===== src/rtl/i2c_bus_arbiter.sv =====
// i2c_bus_arbiter: shares one I2C byte engine between two requesters.
// Round-robin grant, lock-held multi-byte ownership, per-byte timeout.
`timescale 1ns/1ps
module i2c_bus_arbiter #(
  parameter logic [23:0] TIMEOUT_CYC = 24'd2_000_000,
  parameter int          CMD_W       = 4
) (
  input  logic             clk,
  input  logic             rst,
  input  logic             r0_req,
  input  logic             r0_lock,
  input  logic [CMD_W-1:0] r0_cmd,
  input  logic [7:0]       r0_din,
  output logic             r0_done,
  output logic             r0_err,
  input  logic             r1_req,
  input  logic             r1_lock,
  input  logic [CMD_W-1:0] r1_cmd,
  input  logic [7:0]       r1_din,
  output logic             r1_done,
  output logic             r1_err,
  output logic [7:0]       rd_dout,
  output logic             rd_vld,
  output logic             owner,
  output logic             busy,
  output logic             m_trans_req,
  output logic [CMD_W-1:0] m_trans_cmd,
  output logic [7:0]       m_wr_din,
  input  logic             m_trans_done,
  input  logic [7:0]       m_rd_dout,
  input  logic             m_rd_dout_vld
);

  typedef enum logic [2:0] {
    IDLE, ISSUE, WAIT, HOLD, LOCKED
  } state_t;

  state_t      state, state_n;
  logic        last_owner;
  logic [23:0] cnt;
  logic        rd_pend;
  logic        grant;
  logic        gnt_idx;
  logic        release_own;
  logic        own_req;
  logic        own_lock;
  logic        timeout;

  assign own_req  = owner ? r1_req  : r0_req;
  assign own_lock = owner ? r1_lock : r0_lock;

  // a done arriving on the last allowed cycle beats the watchdog
  assign timeout = (state == WAIT) && !m_trans_done &&
                   (cnt == TIMEOUT_CYC - 24'd1);

  assign busy        = (state != IDLE);
  assign m_trans_req = (state == ISSUE);
  assign r0_done     = (state == HOLD) && !owner;
  assign r1_done     = (state == HOLD) &&  owner;
  assign r0_err      = timeout && !owner;
  assign r1_err      = timeout &&  owner;
  assign rd_vld      = (state == HOLD) && rd_pend;

  // next-state: grant, byte handshake, lock hold and release
  always_comb begin
    state_n     = state;
    grant       = 1'b0;
    gnt_idx     = owner;
    release_own = 1'b0;
    unique case (state)
      IDLE: begin
        if (r0_req || r1_req) begin
          grant   = 1'b1;
          gnt_idx = (r0_req && r1_req) ? ~last_owner : r1_req;
          state_n = ISSUE;
        end
      end
      ISSUE: state_n = WAIT;
      WAIT: begin
        if (m_trans_done) begin
          state_n = HOLD;
        end else if (timeout) begin
          state_n     = IDLE;
          release_own = 1'b1;
        end
      end
      HOLD: begin
        if (own_lock) begin
          state_n = LOCKED;
        end else begin
          state_n     = IDLE;
          release_own = 1'b1;
        end
      end
      LOCKED: begin
        if (own_req) begin
          grant   = 1'b1;
          state_n = ISSUE;
        end else if (!own_lock) begin
          state_n     = IDLE;
          release_own = 1'b1;
        end
      end
      default: state_n = IDLE;
    endcase
  end

  // state, ownership, latched command/data, watchdog and read capture
  always_ff @(posedge clk or posedge rst) begin
    if (rst) begin
      state       <= IDLE;
      owner       <= 1'b0;
      last_owner  <= 1'b1;
      cnt         <= '0;
      rd_pend     <= 1'b0;
      m_trans_cmd <= '0;
      m_wr_din    <= '0;
      rd_dout     <= '0;
    end else begin
      state <= state_n;
      if (grant) begin
        owner       <= gnt_idx;
        m_trans_cmd <= gnt_idx ? r1_cmd : r0_cmd;
        m_wr_din    <= gnt_idx ? r1_din : r0_din;
      end
      if (release_own) begin
        last_owner <= owner;
      end
      if (state == ISSUE) begin
        cnt     <= '0;
        rd_pend <= 1'b0;
      end else if (state == WAIT) begin
        cnt <= cnt + 24'd1;
        if (m_rd_dout_vld) begin
          rd_dout <= m_rd_dout;
          rd_pend <= 1'b1;
        end
      end
    end
  end

endmodule


===== config.mk =====
export PLATFORM = sky130hd
export DESIGN_NAME = i2c_bus_arbiter
export DESIGN_NICKNAME = d
export VERILOG_FILES = /design/src/rtl/i2c_bus_arbiter.sv
export SDC_FILE = /design/constraint.sdc
export NUM_CORES = 1
export LEC_CHECK = 0
export ABC_AREA = 1
export BUFFER_PORTS_ARGS = -buffer_cell sky130_fd_sc_hd__buf_2
export CAP_MARGIN = 10
export CORE_ASPECT_RATIO = 1.4
export CORE_UTILIZATION = 48
export CTS_BUF_LIST = sky130_fd_sc_hd__clkbuf_16
export DETAILED_ROUTE_END_ITERATION = 8
export PLACE_DENSITY = 0.79
export SLEW_MARGIN = 20
export SYNTH_ARGS = -nofsm -noshare
export SYNTH_HDL_FRONTEND = slang
export SYNTH_SLANG_ARGS = --single-unit

===== constraint.sdc =====
create_clock -name clk -period 2.2 [get_ports clk]
set_input_delay 0.22 -clock clk [delete_from_list [all_inputs] [get_ports clk]]
set_output_delay 0.22 -clock clk [all_outputs]
set_load 0.02 [all_outputs]

==> summary.txt <==
Synth
  • Mapped Cells: 396
  • Warnings, synthesis: 0
  • #FFs+latches synth: 50
  • Async S/R FF share, synth: 100%
  • Unique cell type count in the Yosys netlist: 25
  • Cell taking the most area after synthesis: dfrtp_1
  • Post-synth top area share: 43.2%
  • Net Count, Synth: 437
  • Post-synth EDFFs: 0
  • Syn Std Cell Area: 2840 um^2
  • Syn_area_per_cell: 7.17 um^2
  • Sequential fraction of the synthesis area: 44.1%
  • Post-synth top flop: dfrtp_1
  • Top post-synthesis cells by area: dfrtp_1, nand2_1, inv_1

Place
  • Dpl ws: 0.480 ns
  • Port bufs: 67
  • GPL Wtd Cong: 0.837
  • Post-DP HPWL: 4850 um
  • Dpl cells: 526

Power and ir drop
  • Power per cell area: 1160 nW/um^2
  • Static Leak: 0.00195 uW
  • Peak supply drop: 0.665 mV

Setup path
  • Worst reg2reg startpoint: state[2]
  • FF-to-FF setup slack: 0.47 ns
  • Worst-path cell chain: ha_1, nand2_1, nor2_2, nand2_1, nor2_2, nand3_2, nor2_1, buf_2
  • Reg2reg path depth: 7
  • Critical path class: register to output pin
  • CP endpoint kind: output pin
  • Setup crit start: cnt[0]
  • Data required time at the worst endpoint: 1.98 ns
  • CP arrival: 1.71 ns
  • Largest delay share family, worst path: simple AND/OR/NAND/NOR gates
  • CP Max Fanout: 4
  • Critical Path End: r1_err
  • Capturing point of the worst reg2reg path: cnt[8]
  • Slowest stage cell on the critical path: dfrtp_1
  • Startpoint types: register
  • Largest stage delay on the critical path: 0.38 ns
  • Levels on crit path: 8
  • Crit path buf inv count: 1

Cells and area
  • Area Growth Syn to Fin: 21.9%
  • Combined area of the multi-input logic cells: 1280 um^2
  • Fill cells: 503
  • Final std cells w/o fill: 535
  • # diodes: 0
  • Share of cells above drive strength 1: 22.5%
  • # nets final: 507
  • Sequential Area: 1250 um^2

Floorplanning
  • Full die area: 6230 um^2
  • Die height: 93.0 um
  • Core Region: 5610 um^2
  • Die width: 67.0 um
  • Top-Level Pins: 68
  • Initial Util: 50.6%
  • FP Rows: 32

Route
  • Via count: 2719
  • # DRC: 0
  • 1st-iter DRT viols: 167
  • DR vias/cell: 5.08
  • Drt pass-1 iters: 4
  • WL/cell: 12.0 um
  • Final WL: 6430 um
  • ANT nets after route: 0

STA
  • Slew Viols, Final: 0
  • Fmax: 517 MHz
  • RSZ-0062 raised after global routing: no
  • Worst relative slew slack: 64.7%
  • Fin crit period: 1.93 ns
  • Setup ws final: 0.266 ns
  • Final setup vio count: 0
  • Clock Skew: 0.00368 ns
  • Tcrit/Tclk final: 87.9%
  • Setup TNS: 0 ns
  • Fin. Hold Viols: 0
  • Worst-Margin Slew: 0.529 ns

Run
  • Max_cap viols: 0

Clocking
  • CTS tree: built
  • Reg clk slew, reported paths: 0.07 ns
  • TritonCTS Buffers: 5
  • Clock buffer depth: 2
  • CTS sink count: 50
  • Root Buffer Master: clkbuf_16
  • Worst-Skew Late Latency: 0.29 ns
  • H-tree depth: 2

Outcome
  • Status: finished clean

Global route
  • GRT Total Usage: 23.0%
  • Wire length of the first global-routing pass: 11000 um
  • Vias in the first global route: 2621
  • GRT overflow: 0
  • Pin count of the biggest net entering global routing: 35
  • Initial antenna violation count: 0

Worst hold path
  • Worst hold path class: input pin to register
==> metal layers <==
layer,share of wire [%],GRT usage (%),wire [um]
met3,4.3,3.05,274
met5,0,0,0
met2,53,42.9,3430
met1,41,25.4,2630
met4,1.5,8.51,94
==> logic make-up (layout without fill, tap and decap cells) <==
family,Yosys count,in the layout,synth area share [%]
simple gates,235,235,37.0
buf+inv,79,150,10.9
flops,50,50,44.1
compound gates,22,22,4.05
mux,9,9,3.53
fa+ha+maj,1,1,0.441
==> timing repair <==
item | 4_1_cts | 5_1_grt
buffers inserted | 0 | 0
hold buffers | 1 | 0
gates resized for setup | 0 | 2
endpoints found under the hold margin | 24 | 0
endpoints found under the setup margin | 0 | 2
==> per-stage QoR <==
stage | util [%] | hold slack (ns) | cell area [um^2] | power (uW)
after global placement | 58.0 | 0.295 | 3250 | 2970
after global routing | 61.8 | 0.153 | 3460 | 4280
final | 61.8 | 0.160 | 3460 | 4010
after floorplan | - | 0.371 | 2840 | 2540
after CTS | 61.6 | 0.156 | 3450 | 4040
after detailed placement | 58.0 | 0.302 | 3250 | 3030
==> worst register-to-register path, delay by kind of cell (launching register included) <==
kind / cells / cell delay [ns]
simple gates: 3 / 0.60
buf+inv: 3 / 0.50
flops: 1 / 0.45
compound gates: 1 / 0.07
==> state kept, by name (all words and copies together), names as in the netlist <==
signal	cells
rd_dout	8
m_wr_din	8
rd_pend	1
owner	1
state	3
last_owner	1
cnt	24
m_trans_cmd	4
==> placed cells by master (no fill, tap or decap) <==
cell           synthesis  layout
nand2_1              125     125
buf_2                 10      67
inv_1                 66      65
dfrtp_1               49      49
nand3_1               40      39
nor2_1                32      31
o21ai_0               15      15
nand3b_1              13      13
nand4_1                9       9
mux2_2                 8       8
nor2_2                 6       7
buf_4                  0       6
clkbuf_16              0       5
nor3_1                 4       4
inv_2                  2       3
nand2_2                3       3
o21ai_1                3       3
a21oi_1                2       2
bufinv_16              0       2
nor3_4                 1       1
and2_1                 1       1
nand3_2                0       1
mux2i_1                1       1
nor3b_1                1       1
o22ai_1                1       1
o32ai_1                1       1
ha_1                   1       1
clkinv_4               0       1
dlygate4sd3_1          0       1
dfstp_2                1       1
==> layout make-up <==
type                            count  area share, %
Clock buffer                        5           3.61
Clock inverter                      3           1.99
Inverter                           68           7.37
Timing Repair Buffer               74           11.3
Sequential cell                    50           36.2
Tap cell                           68           2.46
Multi-Input combinational cell    267           37.1
==> power breakdown <==
group	switching, uW	internal [uW]
registers	157	1190
logic	1110	553
clock network	348	654
==> Yosys cell counts, types with 2 or more instances <==
cell type	instances
nand2_1	125
inv_1	66
dfrtp_1	49
nand3_1	40
nor2_1	32
o21ai_0	15
nand3b_1	13
buf_2	10
nand4_1	9
mux2_2	8
nor2_2	6
nor3_1	4
nand2_2	3
o21ai_1	3
a21oi_1	2
inv_2	2
==> how the worst min path moves through the flow <==
stage,slack [ns],cells past startpoint,from,endpoint
after global placement,0.30,2,rst,m_wr_din[7]
after floorplan,0.37,1,m_rd_dout[0],rd_dout[0]
final,0.16,2,m_rd_dout[3],rd_dout[3]
after global routing,0.15,2,m_rd_dout[3],rd_dout[3]
after CTS,0.16,2,m_rd_dout[6],rd_dout[6]
after detailed placement,0.30,2,rst,m_wr_din[7]
Note: power is estimated with default switching activity, not from simulation.
